$ cat config.mk
export PLATFORM = sky130hd
export DESIGN_NAME = ppm_serial_correlator
export DESIGN_NICKNAME = d
export VERILOG_FILES = /design/src/rtl/ppm_serial_correlator.sv
export SDC_FILE = /design/constraint.sdc
export NUM_CORES = 1
export LEC_CHECK = 0
export ABC_AREA = 1
export BUFFER_PORTS_ARGS = -buffer_cell sky130_fd_sc_hd__clkbuf_2
export CORE_MARGIN = 2
export CORE_UTILIZATION = 54
export DETAILED_ROUTE_END_ITERATION = 6
export GPL_TIMING_DRIVEN = 0
export HOLD_SLACK_MARGIN = 0.03
export PLACE_DENSITY_LB_ADDON = 0.15
export SLEW_MARGIN = 20
export SYNTH_ARGS = -nofsm -noshare
export SYNTH_HDL_FRONTEND = slang
export SYNTH_SLANG_ARGS = --single-unit
$ cat constraint.sdc
create_clock -name clk -period 3.05 [get_ports clk]
set_input_delay 0.305 -clock clk [delete_from_list [all_inputs] [get_ports clk]]
set_output_delay 0.305 -clock clk [all_outputs]
set_load 0.01 [all_outputs]
$ cat src/rtl/ppm_serial_correlator.sv
// Serial PPM correlator. Chip counts arrive one slot per cycle, slot 0 first.
// Per-slot counts are summed over NUM_FRAMES frames, the slot array is then
// scanned for the peak (lowest index wins ties), and the decision is held on a
// valid/ready output until the deframer takes it.
//
// state    | meaning
// ---------+-------------------------------------------------------------
// ST_ACCUM | accepting chips, building per-slot sums
// ST_SCAN  | walking slots 0..SLOTS-1, tracking the running peak
// ST_HOLD  | decision presented, waiting for out_ready
module ppm_serial_correlator #(
  parameter int  CHIP_BITS  = 3,
  parameter int  LOG2_SLOTS = 4,
  parameter int  NUM_FRAMES = 1,
  localparam int ACC_W      = CHIP_BITS + $clog2(NUM_FRAMES)
) (
  input  logic                  clk,
  input  logic                  rstb,
  input  logic                  sync_clear,
  input  logic [CHIP_BITS-1:0]  chip_in,
  input  logic                  chip_valid,
  output logic                  chip_ready,
  input  logic [ACC_W-1:0]      corr_threshold,
  output logic                  out_valid,
  input  logic                  out_ready,
  output logic [LOG2_SLOTS-1:0] symbol,
  output logic [ACC_W-1:0]      peak_value,
  output logic                  threshold_unmet
);

  localparam int SLOTS   = 2 ** LOG2_SLOTS;
  localparam int FRAME_W = (NUM_FRAMES > 1) ? $clog2(NUM_FRAMES) : 1;
  localparam logic [LOG2_SLOTS-1:0] LAST_SLOT  = LOG2_SLOTS'(SLOTS - 1);
  localparam logic [FRAME_W-1:0]    LAST_FRAME = FRAME_W'(NUM_FRAMES - 1);

  typedef enum logic [1:0] {
    ST_ACCUM = 2'd0,
    ST_SCAN  = 2'd1,
    ST_HOLD  = 2'd2
  } state_e;

  state_e                state_q, state_d;
  logic [LOG2_SLOTS-1:0] slot_q, slot_d;
  logic [FRAME_W-1:0]    frame_q, frame_d;
  logic [ACC_W-1:0]      best_q, best_d;
  logic [LOG2_SLOTS-1:0] best_idx_q, best_idx_d;
  logic [LOG2_SLOTS-1:0] symbol_q, symbol_d;
  logic [ACC_W-1:0]      peak_q, peak_d;
  logic                  unmet_q, unmet_d;

  logic [ACC_W-1:0]      acc_q [SLOTS];
  logic                  acc_we;
  logic [ACC_W-1:0]      acc_wdata;
  logic [ACC_W-1:0]      cand;
  logic [ACC_W-1:0]      scan_peak;
  logic [LOG2_SLOTS-1:0] scan_idx;

  // Next-state, counter and decision logic; slot_q doubles as the scan index.
  always_comb begin
    state_d    = state_q;
    slot_d     = slot_q;
    frame_d    = frame_q;
    best_d     = best_q;
    best_idx_d = best_idx_q;
    symbol_d   = symbol_q;
    peak_d     = peak_q;
    unmet_d    = unmet_q;
    acc_we     = 1'b0;
    acc_wdata  = '0;
    cand       = acc_q[slot_q];
    scan_peak  = best_q;
    scan_idx   = best_idx_q;
    chip_ready = (state_q == ST_ACCUM);
    out_valid  = (state_q == ST_HOLD);

    // Slot 0 seeds the running peak so stale best_q never leaks across decisions.
    if ((slot_q == '0) || (cand > best_q)) begin
      scan_peak = cand;
      scan_idx  = slot_q;
    end

    if (sync_clear) begin
      state_d = ST_ACCUM;
      slot_d  = '0;
      frame_d = '0;
    end else begin
      case (state_q)
        ST_ACCUM: begin
          if (chip_valid) begin
            acc_we    = 1'b1;
            acc_wdata = (frame_q == '0) ? ACC_W'(chip_in) : cand + ACC_W'(chip_in);
            if (slot_q == LAST_SLOT) begin
              slot_d = '0;
              if (frame_q == LAST_FRAME) begin
                frame_d = '0;
                state_d = ST_SCAN;
              end else begin
                frame_d = frame_q + FRAME_W'(1);
              end
            end else begin
              slot_d = slot_q + LOG2_SLOTS'(1);
            end
          end
        end
        ST_SCAN: begin
          best_d     = scan_peak;
          best_idx_d = scan_idx;
          if (slot_q == LAST_SLOT) begin
            slot_d   = '0;
            symbol_d = scan_idx;
            peak_d   = scan_peak;
            unmet_d  = (scan_peak < corr_threshold);
            state_d  = ST_HOLD;
          end else begin
            slot_d = slot_q + LOG2_SLOTS'(1);
          end
        end
        ST_HOLD: begin
          if (out_ready) state_d = ST_ACCUM;
        end
        default: state_d = ST_ACCUM;
      endcase
    end
  end

  // Control and decision registers.
  always_ff @(posedge clk or negedge rstb) begin
    if (!rstb) begin
      state_q    <= ST_ACCUM;
      slot_q     <= '0;
      frame_q    <= '0;
      best_q     <= '0;
      best_idx_q <= '0;
      symbol_q   <= '0;
      peak_q     <= '0;
      unmet_q    <= 1'b0;
    end else begin
      state_q    <= state_d;
      slot_q     <= slot_d;
      frame_q    <= frame_d;
      best_q     <= best_d;
      best_idx_q <= best_idx_d;
      symbol_q   <= symbol_d;
      peak_q     <= peak_d;
      unmet_q    <= unmet_d;
    end
  end

  // Slot sums; frame 0 overwrites, so no reset or clear pass is needed.
  always_ff @(posedge clk) begin
    if (acc_we) acc_q[slot_q] <= acc_wdata;
  end

  assign symbol          = symbol_q;
  assign peak_value      = peak_q;
  assign threshold_unmet = unmet_q;

endmodule

=== After elaboration in Yosys (flattened, before gate mapping) ===
Memories as Yosys holds them, arrays and structs flattened.
Index checks and enable logic that the tools add are counted.

* $add $sub $neg: 3
* Multipliers: 0
* Div/mod/pow operators: 0
* Magnitude comparators: 2
* Eq/ne operators: 8
* Shifts and indexed selects: 0
* Mux-type cells: 27
* Bitwise gates (word level): 1
* Reductions and logical operators: 12

{| class="wikitable"
|+ Operators by type and width
! cell !! count
|-
| two-way mux 4 bit || 4
|-
| two-way mux 3 bit || 5
|-
| two-way mux 2 bit || 6
|-
| two-way mux 1 bit || 10
|-
| inequality test 3 bit, second input constant || 3
|-
| one-hot mux 4 bit (2 select lines) || 1
|-
| inequality test 3 x 2 -> 1 bit, second input constant || 2
|-
| one-hot mux 2 bit (3 select lines) || 1
|-
| AND reduction 3 bit || 2
|-
| nonzero test 2 bit || 3
|-
| AND reduction 5 bit || 1
|-
| adder 4 x 1 -> 4 bit, second input constant || 1
|-
| equality test 4 bit, second input constant || 1
|-
| zero test 4 bit || 1
|-
| AND reduction 2 bit || 2
|-
| adder 3 bit || 1
|-
| > comparator 3 bit || 1
|-
| < comparator 3 bit || 1
|-
| nonzero test 3 bit || 1
|-
| equality test 2 x 1 -> 1 bit, second input constant || 1
|-
| equality test 2 bit, second input constant || 1
|-
| zero test 2 bit || 1
|-
| adder 1 bit, second input constant || 1
|-
| logical OR 1 bit || 1
|-
| inverter 1 bit || 1
|}

* Register bits after elaboration: 22
* Latch bits: 0
* Memory bits (writable): 48
* ROM bits: 0
* Input port bits: 11
* Output and inout bits: 10
* Word-level logic and storage cells: 62
* Memories kept: 1

{| class="wikitable"
|+ Memories
! name !! depth !! width !! read ports !! clocked after memory_dff !! write ports !! RTL line !! source
|-
| acc_q || 16 || 3 || 1 || 0 || 1 || 51 || <nowiki>logic [ACC_W-1:0] acc_q [SLOTS];</nowiki>
|}

=== Depth between registers and ports, before layout ===
Gate-level depths: netlist of run 1.

* Word-level depth: 6
* Mapped depth: 24
* Depth with buffers taken out: 22

=== Worst setup path after synthesis of run 1 ===
No wires, ideal clock.

* Path kind: reg-to-reg
* From: register slot_q[0]
* To: register unmet_q, in the netlist threshold_unmet
* Setup time: 65 ps
* Data arrival time: 2804 ps
* Data required time: 2985 ps
* Slack: 181 ps
* Stages on the path, launching flop included: 23
* Buffers on the path: 3
* Clock period less this slack: 2869 ps
* Cells stage by stage: dfrtp_1 -> buf_6 -> buf_6 -> nor2_1 -> nor2_1 -> o21ai_1 -> nand2_1 -> nand2_1 -> nand2_1 -> nor2_2 -> inv_1 -> ha_1 -> a21oi_1 -> o21ai_0 -> nand2_1 -> nand2_1 -> buf_4 -> o21ai_2 -> inv_1 -> ha_1 -> a211oi_1 -> nand2_1 -> nand2_1

* Cells in the longest elaborated chain, start to end: 5
* Elaborated cells between the ends (all ways): 8
* Classes of those cells: order compare (2); eq/ne (1); mux (1); reduce/logical (3); memory (1)

{| class="wikitable"
|+ Ends and longest elaborated chain
! item !! RTL line !! source
|-
| from (decl) || 43 || <nowiki>logic [LOG2_SLOTS-1:0] slot_q, slot_d;</nowiki>
|-
| from (signal assigned) || 139 || <nowiki>slot_q <= slot_d;</nowiki>
|-
| memory read (16 x 3 bit) || -- ||
|-
| > comparator 3 bit || 77 || <nowiki>if ((slot_q == '0) || (cand > best_q)) begin</nowiki>
|-
| logical OR 1 bit || 77 ||
|-
| two-way mux 3 bit * || 77 ||
|-
| named net scan_peak[2] || 55 || <nowiki>logic [ACC_W-1:0] scan_peak;</nowiki>
|-
| < comparator 3 bit * || 112 || <nowiki>unmet_d = (scan_peak < corr_threshold);</nowiki>
|-
| to (signal assigned) || 145 || <nowiki>unmet_q <= unmet_d;</nowiki>
|-
| to (decl) || 49 || <nowiki>logic unmet_q, unmet_d;</nowiki>
|}

The timed path passes the listed nets; every way through them passes the cells marked *.
A chain may end at the register's enable or synchronous reset.

=== Worst setup path after layout of run 1 ===
Same ends and word-level chain as after synthesis.

==> results of run 1 <==
[metrics by stage]
step | std cells | hold slack, ns | setup TNS, ns | total power [mW]
final | 475 | 0.174 | 0 | 2.25
after global routing | 475 | 0.157 | -0.0933 | 2.35
after CTS | 467 | 0.159 | 0 | 2.14
after detailed placement | 440 | 0.314 | -0.252 | 1.41
after global placement | 440 | 0.301 | -0.184 | 1.40
after floorplan | 345 | 0.00941 | 0 | 1.31
[cells by family after synthesis]
| group | after synthesis | share of synthesized area [%] |
|---|---|---|
| fa+ha+maj | 9 | 3.43 |
| flops | 69 | 59.9 |
| buf+inv | 53 | 7.70 |
| simple gates | 166 | 20.4 |
| xor+xnor | 1 | 0.267 |
| compound gates | 47 | 8.27 |
[layer usage]
layer,GRT usage [%],part of all wire [%],vias up,routed length (µm)
li1,-,-,1226,-
met1,31.5,45,1144,3340
met2,38.5,49,61,3610
met3,4.29,4.1,10,303
met4,9.67,1.5,0,109
met5,0,0,-,0
[power groups by stage]
stage          Sequential, mW  Clock [mW]  Combinational [mW]
2_1_floorplan            1.04           0               0.271
3_3_place_gp             1.04           0               0.355
3_5_place_dp             1.04           0               0.362
4_1_cts                  1.02       0.664               0.451
5_1_grt                  1.02       0.707               0.622
6_report                 1.02       0.662               0.565
[worst max-delay path: stages, from the launching register on]
cell and delay, ns:
dfrtp_1 0.38, buf_6 0.18, inv_8 0.07, buf_12 0.15, o21ai_2 0.17, nand2_1 0.07
nand2_1 0.07, nand2_2 0.08, nor2_4 0.10, inv_2 0.05, ha_4 0.22, a21oi_2 0.11
o21ai_1 0.08, nand2_1 0.10, nand2_2 0.12, buf_8 0.15, o21ai_4 0.13, inv_1 0.08
ha_4 0.27, nand2_1 0.05, inv_1 0.04, nand2_1 0.05, nand2_1 0.05, nand2_1 0.04
[cell usage after synthesis]
master,n
nand2_1,86
dfrtp_1,21
and2_1,1
o41ai_1,1
nand2_2,1
nand3_1,13
inv_1,41
buf_6,6
nor2_2,3
o31ai_1,1
nor2_1,57
o21ai_1,31
buf_4,1
xor2_1,1
a21oi_1,1
nor2_4,1
ha_1,9
buf_2,2
a31o_2,1
buf_1,1
a211oi_1,1
a31oi_1,1
o21ai_2,6
inv_4,1
o21ai_0,4
nand3_2,1
edfxtp_1,48
nor3_1,3
inv_2,1
[final timing paths]
kind | startpoint | to | slack (ns) | cells after the start
worst max-delay path | slot_q[0]$_DFFE_PN0P_ | threshold_unmet$_DFFE_PN0P_ | 0.11 | 23
worst min register to register | peak_value[1]$_DFFE_PN0P_ | peak_value[1]$_DFFE_PN0P_ | 0.48 | 2
worst min-delay path | out_ready | state_q[1]$_DFFE_PN0P_ | 0.17 | 2
min in group asynchronous | rstb | peak_value[2]$_DFFE_PN0P_ | 0.48 | 2
max in group asynchronous | rstb | slot_q[1]$_DFFE_PN0P_ | 2.19 | 2
worst max register to register | slot_q[0]$_DFFE_PN0P_ | threshold_unmet$_DFFE_PN0P_ | 0.11 | 23
[repair_timing]
item                                    4_1_cts  5_1_grt
pin swaps                                     3        9
buffers inserted                             10        7
endpoints found under the hold margin        21        0
endpoints found under the setup margin        1        1
gates resized for setup                       8       40
hold buffers                                  1        0
cloned                                        0        1
[registers in the layout (all words and copies together), names as in the netlist]
signal and cells:
peak_value 3, state_q 2, slot_q 4, best_idx_q 4, symbol 4, acc_q 48
best_q 3, threshold_unmet 1
[cell type report]
| type | count | area (µm²) | area share [%] |
|---|---|---|---|
| Sequential cell | 69 | 1970 | 49.2 |
| Multi-Input combinational cell | 223 | 1200 | 30.1 |
| Timing Repair Buffer | 39 | 267 | 6.66 |
| Inverter | 43 | 171 | 4.28 |
| Clock buffer | 14 | 163 | 4.07 |
| Buffer | 10 | 124 | 3.10 |
| Tap cell | 75 | 93.8 | 2.35 |
| Clock inverter | 2 | 10.0 | 0.250 |
==> flow_results.org, run 1 <==
** Clock tree
- Clock-pin slew was measured on the worst setup and hold paths at 0.07 ns.
- The clock passes through at most 2 buffers.
- Counting every sink on the clock net gives 69.
- Clock latency reported for the late side of the worst-skew pair :: 0.34 ns
- CTS tree :: built
- Number of levels in the clock H-tree :: 3
- Clock tree synthesis inserted a total of 9 buffers.
- The cell sitting at the root of the clock tree is a clkbuf_8.

** Layout
- Final core occ :: 68.0%
- # diodes :: 0
- Design Area, Final :: 4000 µm²
- P&R area growth vs syn :: 21.9%
- Commonest non-fill, non-tap cells in the layout :: 79 x nand2_1, 49 x nor2_1, 48 x edfxtp_1
- After filler insertion, the fill cell instance count of the layout stands at 458.
- Share of final-layout standard cells stronger than drive strength 1 :: 26.3%
- At the end of the flow, the number of nets in the layout was 415.
- Leading cell type in the layout, fill and taps excluded :: nand2_1

** Global routing
- Total track usage :: 23.7%
- Wire length of the first global-routing pass :: 11,200 µm
- The via count of the first global-routing pass is 2,303.
- Entering global routing, the biggest net connects 22 pins.
- Antenna violations before repair :: 0
- GR Overflow Total :: 0

** Synth
- In this run the biggest area consumer among cell types represents 43.9% of the synthesized area.
- Net count of the mapped netlist :: 365
- Cell count after synthesis :: 345
- Dividing the synthesized area by the synthesized cell count gives 9.51 µm².
- The Yosys step of the flow raised 0 warnings.
- By area the synthesized netlist is led by edfxtp_1 44%, dfrtp_1 16%, nand2_1 9.8%.
- The biggest area contributor in the post-synthesis netlist is edfxtp_1.
- Flip-flop and latch count after synthesis :: 69
- Sequential elements use 59.9% of the synthesized area.
- Cell variety after synth :: 29
- Post-synth design cell area :: 3280 µm²

** Die
- Core footprint :: 5890 µm²
- The initialized floorplan defines 28 standard-cell rows.
- The die is 82.0 µm wide.
- Initial Util :: 55.8%
- Pin placement for this block handled 21 I/O pins.
- Die height :: 82.0 µm
- The die covers 6720 µm².

** Route
- The detailed router finished its first iteration with 204 violations.
- For this run, design rule violations remaining after detail routing come to 0.
- Dividing the detail-routed wire length by the instance count gives 15.5 µm.
- Detailed routing inserted a total of 2,441 vias.
- The detail route stage leaves a number of antenna-violating nets equal to 0.
- Vias per inst :: 5.14
- First-pass detailed-route iteration total :: 7
- Routed wire length :: 7360 µm

** Place
- Buffers on Ports :: 20
- Setup WS pre-CTS :: -0.252 ns
- Placed cell area :: 3480 µm²
- Routability-driven placement congestion ratio :: 0.806
- HPWL after detailed placement :: 4810 µm

** Worst setup path
- Required time of the worst setup path :: 3.28 ns
- Critical path launch point type :: flip-flop
- Worst-path fanout max :: 10
- Data arrives at the worst endpoint at 3.17 ns.
- The critical path is of the reg -> reg type.
- Type of destination of the critical path :: flip-flop

** Pwr
- Clock power frac :: 29.4%
- Switching power of the nets :: 0.644 mW
- Sequential cells burn 45.5% of the power.
- Pwr/cell area :: 563 nW/µm²
- Across the VDD grid, the largest voltage drop is 0.366 mV.
- Net Sw Frac :: 28.6%
- Internal power :: 1.61 mW
- Combinational cells account for 25.1% of the total power.
- Leakage power of the design :: 1.77 nW

** Timing
- Max Clock Freq :: 0.340 GHz
- Total setup violations reported at the end of the flow :: 0
- The number of hold violations in the final report came to 0.
- Setup repair after global routing could not meet its margin everywhere.
- After layout, the worst setup slack is 0.111 ns.
- Max-slew violations :: 0
- Actual transition at the worst max-transition pin :: 1.02 ns
- Subtracting the final worst setup slack from the clock period gives 2.94 ns.
- For the final database, setup skew stands at 0.0103 ns.
- Rel. slew slack :: 32.0%
- Period Utilization, post-route :: 96.4%

** Job
- The tool flagged a number of max-cap violations equal to 0.

** Outcome
- The flow ran to the end, and the final reports show no timing, DRC or antenna violations.

** Hold path
- The tightest min-delay check is of the in -> reg type.
No activity file was read; power rests on OpenSTA's default activity.
==> run 2, diff against run 1 <==
--- a/config.mk
+++ b/config.mk
@@ -13,6 +13,7 @@
 export GPL_TIMING_DRIVEN = 0
 export HOLD_SLACK_MARGIN = 0.03
 export PLACE_DENSITY_LB_ADDON = 0.15
+export REMOVE_ABC_BUFFERS = 1
 export SLEW_MARGIN = 20
 export SYNTH_ARGS = -nofsm -noshare
 export SYNTH_HDL_FRONTEND = slang
==> run 2 against run 1 <==
Register-to-register slack about the same; maximum frequency about the same; sequential share of layout area up 0.78 points; die area unchanged; sequential cell count unchanged; clock power up 4.8%; worst hold slack worse by 0.020 ns; critical path depth down 1; routed wire length down 3.7%; via count up 0.98%; clock skew down 0.0014 ns.
==> flow_results.org, run 2 (synthesis gave the netlist of run 1 again) <==
** Die
- Core footprint :: 5890 µm² (unchanged)
- The horizontal die dimension was 82.0 µm (unchanged).
- The starting utilization of the core area came to 55.8% (unchanged).
- The boundary pin count was 21 (unchanged).
- Die height :: 82.0 µm (unchanged)
- FP Rows :: 28 (unchanged)
- The die area is 6720 µm² (unchanged).

** Clock tree
- The count of clock tree sinks came to 69 (unchanged).
- Number of levels in the clock H-tree :: 3 (unchanged)
- Number of clock buffers inserted by TritonCTS :: 9 (unchanged)
- The number of buffers on the longest clock path is 2 (unchanged).
- Clk pin slew, worst setup/hold paths :: 0.07 ns (about the same)
- The clock latency reported for the late side of the worst-skew pair was 0.34 ns (about the same).
- The tree is rooted in a clkbuf_8.
- CTS tree :: built

** Timing
- The shortest period the worst path allows was 2.94 ns (+0.000153 ns).
- The number of hold violations in the final report was 0 (unchanged).
- The maximum operating frequency came to 0.340 GHz (about the same).
- Setup TNS :: 0 ns (unchanged)
- Total setup violations reported at the end of the flow :: 0 (unchanged)
- Worst-case clock skew :: 0.00889 ns (-0.00139 ns)
- The minimum setup slack in the final design was 0.111 ns (-0.000153 ns).
- Period Utilization, post-route :: 96.4% (about the same)
- Worst hold margin :: 0.155 ns (-0.0199 ns)
- Unrepaired setup endpoints after global routing :: true
- The count of pins over their slew limit came to 0 (unchanged).
- Actual transition at the worst max-transition pin :: 0.985 ns (-0.0316 ns)
- The worst relative slew slack is 34.1% (+2.1 points).

** Layout
- The end-of-flow core utilization was 67.1% (-0.85 points).
- Design Area, Final :: 3950 µm² (-1.3%)
- The count of fill cells added during filler insertion was 461 (+0.66%).
- Most flop-heavy register :: acc_q
- Share of final-layout standard cells stronger than drive strength 1 :: 23.5% (-2.8 points)
- The number of flip-flops in the largest register is 48 (unchanged).
- The number of antenna repair diodes was 0 (unchanged).
- Commonest non-fill, non-tap cells in the layout :: 82 x nand2_1, 50 x nor2_1, 48 x edfxtp_1
- The non-filler instance count after layout came to 471 (-0.84%).
- Leaving out fill and tap cells, the most frequent cell in the layout is nand2_1.
- Number of nets in the layout :: 411 (-0.96%)
- P&R area growth vs syn :: 20.4%

** Worst setup path
- Critical path launch point type :: flip-flop
- Delay contributed by the slowest stage of the critical path :: 0.56 ns (+0.18 ns)
- Worst-path fanout max :: 7 (-3)
- The data required time at the worst endpoint came to 3.28 ns (about the same).
- Register-to-Register Path Depth :: 22 (-4.3%)
- Critical path class :: reg -> reg
- The signal on the critical path passes through buf_6, nor2_4, nor2_1, o21ai_1, nand2_1, nand2_1, nand2_1, nor2_2, inv_2, ha_4, a21oi_2, o21ai_1, nand2_1, nand2_4, o21ai_4, inv_1, ha_1, nand2_1, inv_1, nand2_1, nand2_1, nand2_1.
- The endpoint identified for the worst register-to-register timing path is threshold_unmet$_DFFE_PN0P_.
- Type of destination of the critical path :: flip-flop
- The arrival time of the worst setup path was 3.17 ns (about the same).
- The cell that appears most often on the critical path is nand2_1.
- Reg-to-reg setup timing slack :: 0.11 ns (about the same)
- On the critical path, the stage with the largest delay is an instance of dfrtp_4.
- The most critical setup path has its endpoint at threshold_unmet$_DFFE_PN0P_.
- The startpoint identified for the worst register-to-register timing path is slot_q[0]$_DFFE_PN0P_.
- The most critical setup path has its startpoint at slot_q[0]$_DFFE_PN0P_.

** Route
- The total via count in the routed design is 2,465 (+0.98%).
- Initial DRC count :: 159 (-22%)
- The number of DRC violations after detailed routing was 0 (unchanged).
- The wire length after detailed routing was 7090 µm (-3.7%).
- The number of detailed-route iterations in the first pass is 7 (unchanged).
- The detail-routed via count per cell was 5.23 (+1.8%).
- The count of antenna-violating nets left after detailed routing was 0 (unchanged).
- Average routed wire per standard cell :: 15.1 µm (-2.9%)

** Global routing
- Via count of the first global-routing pass :: 2,295 (-0.35%)
- The initial antenna violation count was 0 (unchanged).
- GR Overflow Total :: 0 (unchanged)
- The pin count of the biggest net entering global routing was 30 (+36%).
- Wire length of the first global-routing pass :: 11,000 µm (-2.2%)
- Total track usage :: 22.8% (-0.84 points)

** Pwr
- The total power is 2.28 mW (+1.2%).
- The power density over cell area was 577 nW/µm² (+2.5%).
- The static leakage is 1.75 nW (-0.93%).
- Peak VDD IR :: 0.366 mV (-0.11%)

** Place
- Number of cells in the design after placement :: 430 (-2.3%)
- Placed cell area :: 3390 µm² (-2.6%)
- Routability-driven placement congestion ratio :: 0.823 (+2.1%)
- The worst slack at placement came to -0.937 ns (-0.685 ns).
- The estimated wirelength of the detail-placed design was 4310 µm (-10%).
- The count of input and output buffers was 20 (unchanged).

** Job
- Max-cap violations :: 0 (unchanged)

** Hold path
- The number of cells on the worst hold path was 2 (unchanged).
- Hold crit path type :: in -> reg

** Outcome
- Status :: completed
==> run 2: cell count changes in the layout (fill, tap and decap cells not counted), moves of 3 or more <==
cell / change
o21ai_1: +7
clkbuf_1: -3
nor2_2: -3
nand2_2: -6
nand2_4: +3
clkinv_1: +3
o21ai_2: -6
nand2_1: +3
==> run 2: power breakdown <==
group,total (mW),switching (mW),leakage (nW),internal (mW)
combinational,0.555,0.305,0.925,0.250
clock,0.694,0.330,0.0953,0.365
sequential,1.03,0.0137,0.733,1.01
==> run 2: worst min-delay path by stage <==
stage	slack [ns]	from	to
2_1_floorplan	0.009	rstb	best_idx_q[0]$_DFFE_PN0P_
3_3_place_gp	0.30	rstb	peak_value[2]$_DFFE_PN0P_
3_5_place_dp	0.31	rstb	peak_value[2]$_DFFE_PN0P_
4_1_cts	0.15	out_ready	state_q[1]$_DFFE_PN0P_
5_1_grt	0.15	out_ready	state_q[1]$_DFFE_PN0P_
6_report	0.15	out_ready	state_q[1]$_DFFE_PN0P_
==> run 2: critical path: cells and delay by family (launching register included) <==
| family | cells | cell delay [ns] |
|---|---|---|
| AO/OA/AOI/OAI | 4 | 0.46 |
| adder cells (fa/ha/maj) | 2 | 0.52 |
| buffers and inverters | 4 | 0.33 |
| flip-flops | 1 | 0.56 |
| AND/OR/NAND/NOR | 12 | 0.94 |
==> run 2: area by class of cell <==
| cell class | count | area, µm² | share of cell area, % |
|---|---|---|---|
| clock inverter | 7 | 56.3 | 1.42 |
| tap | 75 | 93.8 | 2.37 |
| sequential | 69 | 1970 | 50.0 |
| inverter | 43 | 169 | 4.27 |
| clock buffer | 9 | 124 | 3.13 |
| multi-input combinational | 223 | 1190 | 30.0 |
| timing repair buffer | 45 | 348 | 8.80 |
==> run 2: what timing repair did <==
item / in CTS / in global routing
hold buffers: 1 / 0
endpoints found under the hold margin: 21 / 0
setup endpoints to repair: 15 / 1
buffers inserted: 10 / 13
pin swaps: 4 / 25
cloned: 0 / 1
resized for setup: 13 / 29
==> run 2: routing by layer <==
layer | GRT usage, % | part of all wire [%] | vias to the layer above
met5 | 0 | 0 | -
met3 | 4.73 | 5.1 | 15
li1 | - | - | 1214
met1 | 31.0 | 44 | 1164
met4 | 8.33 | 2.2 | 0
met2 | 36.5 | 49 | 72
